**src/rtl/uart_tx_serializer.sv**
```systemverilog
// UART transmit serializer: accepts one payload per frame and shifts out
// start, data (LSB first), optional parity and stop bits, one bit per baud_tick.
module uart_tx_serializer #(
  parameter int DATA_BITS  = 8,
  parameter int PARITY_EN  = 0,
  parameter int PARITY_ODD = 0,
  parameter int STOP_BITS  = 1
) (
  input  logic                 clk,
  input  logic                 rst,
  input  logic                 baud_tick,
  input  logic [DATA_BITS-1:0] tx_data,
  input  logic                 tx_valid,
  output logic                 tx_ready,
  output logic                 tx,
  output logic                 tx_busy,
  output logic                 tx_done
);

  localparam int CNT_W = $clog2(DATA_BITS) + 1;
  localparam logic [CNT_W-1:0] LAST_DATA = CNT_W'(DATA_BITS - 1);
  localparam logic [CNT_W-1:0] LAST_STOP = CNT_W'(STOP_BITS - 1);
  localparam logic ODD_BIT = (PARITY_ODD != 0);
  localparam logic HAS_PARITY = (PARITY_EN != 0);

  typedef enum logic [2:0] {
    IDLE,
    SYNC,
    START,
    DATA,
    PARITY,
    STOP
  } state_t;

  state_t               state_q, state_d;
  logic [DATA_BITS-1:0] shift_q, shift_d;
  logic [CNT_W-1:0]     cnt_q, cnt_d;
  logic                 parity_q, parity_d;
  logic                 tx_q, tx_d;
  logic                 done_q, done_d;

  always_ff @(posedge clk or negedge rst) begin
    if (!rst) begin
      state_q  <= IDLE;
      shift_q  <= '0;
      cnt_q    <= '0;
      parity_q <= 1'b0;
      tx_q     <= 1'b1;
      done_q   <= 1'b0;
    end else begin
      state_q  <= state_d;
      shift_q  <= shift_d;
      cnt_q    <= cnt_d;
      parity_q <= parity_d;
      tx_q     <= tx_d;
      done_q   <= done_d;
    end
  end

  always_comb begin
    state_d  = state_q;
    shift_d  = shift_q;
    cnt_d    = cnt_q;
    parity_d = parity_q;
    tx_d     = tx_q;
    done_d   = 1'b0;

    case (state_q)
      // Ticks are deliberately ignored here; SYNC realigns to the next tick.
      IDLE: begin
        tx_d = 1'b1;
        if (tx_valid) begin
          shift_d  = tx_data;
          parity_d = (^tx_data) ^ ODD_BIT;
          cnt_d    = '0;
          state_d  = SYNC;
        end
      end

      SYNC: begin
        tx_d = 1'b1;
        if (baud_tick) begin
          tx_d    = 1'b0;
          cnt_d   = '0;
          state_d = START;
        end
      end

      START: begin
        if (baud_tick) begin
          tx_d    = shift_q[0];
          shift_d = shift_q >> 1;
          cnt_d   = '0;
          state_d = DATA;
        end
      end

      DATA: begin
        if (baud_tick) begin
          if (cnt_q == LAST_DATA) begin
            cnt_d = '0;
            if (HAS_PARITY) begin
              tx_d    = parity_q;
              state_d = PARITY;
            end else begin
              tx_d    = 1'b1;
              state_d = STOP;
            end
          end else begin
            cnt_d   = cnt_q + 1'b1;
            tx_d    = shift_q[0];
            shift_d = shift_q >> 1;
          end
        end
      end

      PARITY: begin
        if (baud_tick) begin
          tx_d    = 1'b1;
          cnt_d   = '0;
          state_d = STOP;
        end
      end

      STOP: begin
        tx_d = 1'b1;
        if (baud_tick) begin
          if (cnt_q == LAST_STOP) begin
            cnt_d   = '0;
            done_d  = 1'b1;
            state_d = IDLE;
          end else begin
            cnt_d = cnt_q + 1'b1;
          end
        end
      end

      default: begin
        tx_d    = 1'b1;
        cnt_d   = '0;
        state_d = IDLE;
      end
    endcase
  end

  assign tx       = tx_q;
  assign tx_done  = done_q;
  assign tx_ready = (state_q == IDLE);
  assign tx_busy  = (state_q != IDLE);

endmodule

```
**config.mk**
```make
export PLATFORM = sky130hd
export DESIGN_NAME = uart_tx_serializer
export DESIGN_NICKNAME = d
export VERILOG_FILES = /design/src/rtl/uart_tx_serializer.sv
export SDC_FILE = /design/constraint.sdc
export NUM_CORES = 1
export LEC_CHECK = 0
export ABC_CLOCK_PERIOD_IN_PS = 1900
export BUFFER_PORTS_ARGS = -buffer_cell sky130_fd_sc_hd__clkbuf_2
export CAP_MARGIN = 20
export CORE_MARGIN = 5
export CORE_UTILIZATION = 50
export CTS_BUF_LIST = sky130_fd_sc_hd__clkbuf_8
export DETAILED_ROUTE_END_ITERATION = 10
export PLACE_DENSITY = 0.73
export SKIP_LAST_GASP = 1
export SLEW_MARGIN = 20
export SYNTH_ARGS = -nofsm -noshare
export SYNTH_HDL_FRONTEND = slang
export SYNTH_SLANG_ARGS = --single-unit
```
**constraint.sdc**
```tcl
create_clock -name clk -period 1.9 [get_ports clk]
set_input_delay 0.285 -clock clk [delete_from_list [all_inputs] [get_ports clk]]
set_output_delay 0.285 -clock clk [all_outputs]
set_load 0.01 [all_outputs]
```
=== Yosys cells after proc, flatten, opt, wreduce, memory -nomap -nowiden ===
Index checks and enable logic that the tools add are counted.

* Output and inout bits: 4
* Bits in registers: 17
* Memories: 0
* Latch bits: 0
* Memory bits (read-only): 0
* Bits in writable memories: 0

* Divide/modulo/power cells: 0
* Shifts and indexed selects: 0
* Reduce and logical (&&, ||, !) cells: 9
* Muxes and demuxes: 30
* Equality and inequality tests: 16
* Bitwise logic cells: 0
* Multiply operators: 0
* $add $sub $neg: 1
* Magnitude comparators: 0

{| class="wikitable"
|+ Operator list
! operator !! count
|-
| 8-bit two-way mux || 4
|-
| 3-bit two-way mux || 8
|-
| 4-bit two-way mux || 6
|-
| 8-bit case mux with 3 select lines || 1
|-
| 2-bit != test (second input constant) || 9
|-
| 3-bit case mux with 6 select lines || 1
|-
| 4-bit case mux with 4 select lines || 1
|-
| 1-bit two-way mux || 8
|-
| 8-bit AND reduction || 1
|-
| 3-bit by 2-bit == test with 1-bit output (second input constant) || 2
|-
| 3-bit == test (second input constant) || 2
|-
| 3-bit nonzero test || 2
|-
| 5-bit AND reduction || 1
|-
| 4-bit by 1-bit adder with 4-bit output (second input constant) || 1
|-
| 4-bit by 3-bit == test with 1-bit output (second input constant) || 1
|-
| 4-bit zero test || 1
|-
| 1-bit case mux with 4 select lines || 1
|-
| 4-bit AND reduction || 1
|-
| 3-bit by 1-bit == test with 1-bit output (second input constant) || 1
|-
| 3-bit zero test || 1
|-
| 3-bit AND reduction || 1
|-
| 3-bit OR reduction || 1
|-
| 2-bit by 1-bit != test with 1-bit output (second input constant) || 1
|}

=== Logic depth before layout (Yosys ltp) ===
Gate-level depths: netlist of the first run.

* Word-level depth: 4
* Mapped depth: 6

=== Least setup slack after synthesis of the first run ===
No wires, ideal clock.

* Path kind: register to output
* From: register state_q[1]
* To: output tx_busy
* Path slack: 0.298 ns
* Stages on the path, launching flop included: 5
* Path buffers: 2
* Arrival time: 1.317 ns
* Path through: dfrtp_1 -> clkbuf_1 -> buf_2 -> nor3_1 -> inv_1

* Cells in the longest elaborated chain, start to end: 1

{| class="wikitable"
|+ RTL lines
! element !! line !! RTL
|-
| start: declaration || 35 || <nowiki>state_t state_q, state_d;</nowiki>
|-
| start signal: assignment || 51 || <nowiki>state_q <= state_d;</nowiki>
|-
| 3-bit nonzero test || 149 || <nowiki>assign tx_busy = (state_q != IDLE);</nowiki>
|-
| end: declaration || 16 || <nowiki>output logic tx_busy,</nowiki>
|}

Every way passes these cells.

=== Final worst setup path of the first run ===
* From: register state_q[1]
* To: register cnt_q[3]

* Cells in the longest elaborated chain, start to end: 4
* Elaborated cells between the ends (all ways): 13
* Classes of those cells: eq/ne (9); mux (1); reduce/logical (3)

{| class="wikitable"
|+ RTL lines
! element !! line !! RTL
|-
| 3-bit == test, or another cell as far along || 68 || <nowiki>case (state_q)</nowiki>
|-
| 3-bit OR reduction (no line) || -- ||
|-
| 2-bit by 1-bit != test with 1-bit output (no line) || -- ||
|-
| 4-bit AND reduction (no line) || -- ||
|-
| end signal: assignment || 53 || <nowiki>cnt_q <= cnt_d;</nowiki>
|-
| end: declaration || 37 || <nowiki>logic [CNT_W-1:0] cnt_q, cnt_d;</nowiki>
|}

Several ways; a longest one is shown, not always the timed one.
A chain may end at the register's enable or synchronous reset.

==> impl_metrics.tcl, run 1 <==
set metrics [dict create \
    critical_path_buf_inv_count 0 \
    start_util 0.521 \
    irDropWorstVdd_uv 617 \
    status "completed" \
    root_buffer "clkbuf_8" \
    postCtsSetupBuffers 0 \
    synthXorXnorAreaFrac 0 \
    grt_pass1_vias 826 \
    dp.cells 151 \
    netlist_instances 109 \
    ys_seq_area_frac 0.422 \
    grt_max_degree 18 \
    syn2layout_area_growth_pct 17.3 \
    crit_chain "or4_4 -> o211a_1 -> and3_4 -> a211oi_2" \
    tightest_slew_ps 426 \
    synthAdderAreaFrac 0.0247 \
    power_density_nw_per_um2 1320 \
    mostFrequentLayoutCell "dfrtp_1" \
    multi_input_area_sq_um 533 \
    holdWs_ps 268 \
    endpoint_kind "register" \
    min_period_over_period 0.875 \
    ant_nets 0 \
    grt_overflow 0 \
    async_reset_ff_frac 1.00 \
    synth-seq-cells 17 \
    register_area_sq_um 427 \
    netlist-cell-type-count 41 \
    synth.mux.area_fraction 0.0692 \
    hold_viol_final 0 \
    gp_congestion 0.879 \
    vias 865 \
    finalNetCount 144 \
    h-tree-depth 1 \
    grt_first_pass_wirelength_mm 3.54 \
    most-common-layout-cells "16 x dfrtp_1, 15 x clkbuf_2, 12 x nand2_1" \
    synth_compound_area_frac 0.203 \
    leakagePower_nw 0.568 \
    die_y_um 55.0 \
    drv_cap 0 \
    chipWidth_um 55.0 \
    fp.coreArea_sq_um 1940 \
    rsz0062_at_grt "false" \
    clkSlewWorstSetupHoldPaths_ps 60 \
    dp_hpwl_mm 1.54 \
    clock_path_buffers 2 \
    avgRoutedWirePerCell_um 13.1 \
    critPathLaunchType "register" \
    vias_per_cell 5.54 \
    clock.fmax_ghz 0.601 \
    cp_slowest_cell "or4_4" \
    period_needed_ps 1660 \
    ioPinCount 16 \
    synth_edf_count 0 \
    fin_cells 156 \
    cts_made_buffers 3 \
    slew_headroom 0.716 \
    track_usage 0.161 \
    critPathKind "register to register" \
    rows 16 \
    drive_above_1_share 0.233 \
    skew_ps 1.04 \
    setup_viol 0 \
    ys.warnings.count 0 \
    dr.pass1.iters 4 \
    hold_class "primary input to register" \
    synth_area_per_cell_sq_um 9.29 \
    required_ps 2060 \
    drc 0 \
    dieArea_sq_um 3020 \
    critPathMaxFanout 9 \
    cts_tree "built" \
    yosys.area_share.simple 0.230 \
    slew_viol_final 0 \
    fin_tns_setup_ps 0 \
    drt-total-wl_mm 2.04 \
    syn_nets 123 \
    antenna_cells 0 \
    finalPower_w 0.00157 \
    syn_area_sq_um 1010 \
    drt_iter0_drc 16 \
    clock-sinks 17 \
    numPortBuffers 15 \
    ys.flop_type "dfrtp_1" \
    critPathMaxStageDelay_ps 570 \
    synth_top_family_by_area "simple AND/OR/NAND/NOR gates" \
    critPathArrivalTime_ps 1830 \
    crit_family "simple AND/OR/NAND/NOR gates" \
    n_fill_cell 174 \
    grt_antenna_before_repair 0 \
    clk-insertion-delay-late_ps 240 \
]
flip-flops by register name (all words and copies together) (netlist names):
register and cells:
tx 1, tx_done 1, cnt_q 4, state_q 3, shift_q 8
path summary, 6_finish.rpt:
path	startpoint	to	slack, ps	cells after the start
worst max-delay path	state_q[1]$_DFFE_PN0P_	cnt_q[3]$_DFFE_PN0P_	240	4
min in group asynchronous	rst	shift_q[3]$_DFFE_PN0P_	510	2
worst min-delay path	tx_data[7]	shift_q[7]$_DFFE_PN0P_	270	3
max in group asynchronous	rst	tx$_DFFE_PN1P_	1070	2
worst max register to register	state_q[1]$_DFFE_PN0P_	cnt_q[3]$_DFFE_PN0P_	240	4
worst min register to register	shift_q[2]$_DFFE_PN0P_	shift_q[2]$_DFFE_PN0P_	500	2
where the power goes:
group | switching, W | internal [W]
Combinational | 0.000373 | 0.000322
Sequential | 0.000116 | 0.000498
Clock | 0.000114 | 0.000143
tightest hold or removal path: stages:
cell	delay [ps]
clkbuf_2	80
nand2b_1	60
o21ai_1	50
kinds of logic (layout without fill, tap and decap cells):
logic type | Yosys count | after routing
simple gates | 41 | 41
compound gates | 31 | 31
flops | 17 | 17
buf+inv | 11 | 31
mux | 7 | 7
fa+ha+maj | 2 | 2
timing repair:
item | CTS | global route
hold buffers | 1 | 0
endpoints found under the hold margin | 16 | 0
endpoints found under the setup margin | 0 | 0
resized for setup | 0 | 0
synthesized netlist by cell type (all sizes together), types with 2 or more instances:
cell    count  share of area
o211a       2          0.020
or3b        2          0.017
clkbuf      2         0.0074
nor3        2         0.0099
a21oi       6          0.030
nor2        6          0.022
dfrtp      16           0.40
ha          2          0.025
and3        2          0.017
inv         5          0.019
o22ai       3          0.019
nand2      12          0.044
buf         4          0.026
nand3       3          0.015
nand2b      4          0.025
o21ai      10          0.049
mux2i       7          0.069
routing by layer:
metal	routed length, um	track usage	up-vias
li1	-	-	440
met3	91	0.0429	2
met4	7	0.0405	0
met5	0	0	-
met2	933	0.260	13
met1	1010	0.213	410
per-stage QoR:
step	instance area (sq um)	setup WS, ps	utilization
after global routing	1190	68.4	0.611
after detailed placement	1130	255	0.583
final	1190	237	0.611
after floorplan	1010	298	-
after CTS	1190	238	0.611
after global placement	1130	290	0.583
cell type report:
class / instances / share of cell area
multi-input combinational: 81 / 0.449
sequential: 17 / 0.359
timing repair buffer: 22 / 0.110
clock buffer: 3 / 0.0348
tap: 27 / 0.0285
inverter: 5 / 0.0158
clock inverter: 1 / 0.00316
No activity file was read; power rests on OpenSTA's default activity.
==> run 2: changes to the inputs <==
PLACE_DENSITY = 0.72   (was 0.73)
==> run 2 against run 1 <==
Compared with the run above: critical endpoint is now tx_busy; maximum frequency shrank 3.5%; final area shrank 1.8%; critical path type is now register to primary output; non-clock buffer count shrank 3; highest routed layer unchanged; sequential share of layout area grew 0.66 points; core utilization shrank 1.1 points; die area is the same; combinational power shrank 6.0%; sequential power grew 1%; clock-buffer cell count is the same.
==> impl_metrics.tcl, run 2 (synthesized netlist as in run 1, its figures left out) <==
set metrics [dict create \
    status "completed" \
    track_usage 0.147 \
    drv_cap 0 \
    finalNetCount 141 \
    power_density_nw_per_um2 1320 \
    cp_slowest_cell "dfrtp_1" \
    power.internal_w 0.000940 \
    mostFrequentLayoutCell "dfrtp_1" \
    setup_viol 0 \
    endpoint_kind "primary output" \
    power_frac_comb 0.424 \
    ioPinCount 16 \
    dieArea_sq_um 3020 \
    syn2layout_area_growth_pct 15.2 \
    fp.coreArea_sq_um 1940 \
    drt_iter0_drc 17 \
    vias_per_cell 5.61 \
    clock_path_buffers 2 \
    critPathMaxStageDelay_ps 460 \
    cts_resized 0 \
    cts_tree "built" \
    dp.cells 148 \
    h-tree-depth 1 \
    switching_share 0.390 \
    grt_max_degree 18 \
    skew_ps 2.66 \
    slew_viol_final 0 \
    critPathArrivalTime_ps 1440 \
    numPortBuffers 15 \
    leakagePower_nw 0.553 \
    rsz0062_at_grt "false" \
    largest_reg_flops 8 \
    grt_antenna_before_repair 0 \
    switchingPower_w 0.000602 \
    crit_family "flip-flops" \
    drt-total-wl_mm 2.00 \
    cts_made_buffers 3 \
    ant_nets 0 \
    root_buffer "clkbuf_8" \
    die_y_um 55.0 \
    top_usage_layer "met2" \
    hold_viol_final 0 \
    seqPwrFrac 0.404 \
    critPathLaunchType "register" \
    slew_headroom 0.628 \
    dr.pass1.iters 4 \
    antenna_cells 0 \
    rows 16 \
    start_util 0.521 \
    critical_path_buf_inv_count 3 \
    crit_chain "buf_4 -> nor3_1 -> inv_1 -> clkbuf_2" \
    grt_overflow 0 \
    vias 858 \
    top_register "shift_q" \
    gp_congestion 0.850 \
    irDropWorstVdd_uv 767 \
    tightest_slew_ps 557 \
    period_needed_ps 1720 \
    grt_use_met3 0.0241 \
    fin_cells 153 \
    clkPwrFrac 0.173 \
    drive_above_1_share 0.222 \
    critPathMaxFanout 17 \
    required_ps 1620 \
    critPathKind "register to primary output" \
    most-common-layout-cells "16 x dfrtp_1, 15 x clkbuf_2, 12 x nand2_1" \
    chipWidth_um 55.0 \
    grt_first_pass_wirelength_mm 3.26 \
    hold_class "primary input to register" \
    drc 0 \
    fin_tns_setup_ps 0 \
    clock.fmax_ghz 0.580 \
    grt_use_met2 0.238 \
    use_met1 0.201 \
    dp_hpwl_mm 1.52 \
    clk-insertion-delay-late_ps 250 \
    clock-sinks 17 \
    reg_top3 "shift_q: 8 flops, cnt_q: 4 flops, state_q: 3 flops" \
    n_fill_cell 176 \
    avgRoutedWirePerCell_um 13.1 \
    min_period_over_period 0.907 \
    grt_pass1_vias 764 \
    clkSlewWorstSetupHoldPaths_ps 70 \
]
run 2: stage by stage:
step	util	total power, W	instance area [sq um]	setup WS (ps)	hold slack (ps)
2_1_floorplan	-	0.00113	1010	298	-10.6
3_3_place_gp	0.572	0.00125	1110	262	241
3_5_place_dp	0.572	0.00128	1110	221	242
4_1_cts	0.601	0.00155	1170	163	268
5_1_grt	0.601	0.00168	1170	21.1	278
6_report	0.601	0.00154	1170	176	266
run 2: layout make-up:
class	count	area [sq um]	area share
Multi-Input combinational cell	81	533	0.457
Clock buffer	3	41.3	0.0354
Timing Repair Buffer	19	108	0.0923
Sequential cell	17	427	0.366
Clock inverter	1	5.00	0.00429
Tap cell	27	33.8	0.0290
Inverter	5	18.8	0.0161
run 2: per-layer routing:
layer / vias to the layer above / routed length, um
met1: 405 / 989
li1: 433 / -
met4: 0 / 8
met5: - / 0
met3: 2 / 61
met2: 18 / 942
run 2: final timing paths:
check,startpoint,end,slack [ps],depth (start not counted)
setup / recovery,state_q[1]$_DFFE_PN0P_,tx_busy,180,4
hold / removal,tx_data[7],shift_q[7]$_DFFE_PN0P_,270,3
setup reg to reg,cnt_q[0]$_DFFE_PN0P_,state_q[1]$_DFFE_PN0P_,190,5
hold reg to reg,shift_q[7]$_DFFE_PN0P_,shift_q[7]$_DFFE_PN0P_,490,2
max in group asynchronous,rst,tx$_DFFE_PN1P_,1070,2
min in group asynchronous,rst,shift_q[6]$_DFFE_PN0P_,510,2
run 2: power by group through the flow:
stage / Sequential (W) / Combinational, W / Clock, W
floorplan: 0.000590 / 0.000539 / 0
global placement: 0.000615 / 0.000633 / 0
detailed placement: 0.000626 / 0.000655 / 0
CTS: 0.000619 / 0.000658 / 0.000275
global route: 0.000639 / 0.000749 / 0.000290
finish: 0.000622 / 0.000653 / 0.000266
run 2: repair_timing:
action	CTS	global route
hold buffers	1	0
setup endpoints to repair	0	0
buffers inserted	0	0
hold endpoints to repair	16	0
run 2: worst reg2reg max path: stages, from the launching register on:
cell	delay (ps)
dfrtp_1	390
inv_1	100
ha_1	170
nor3b_1	480
o22ai_1	160
o32a_1	300
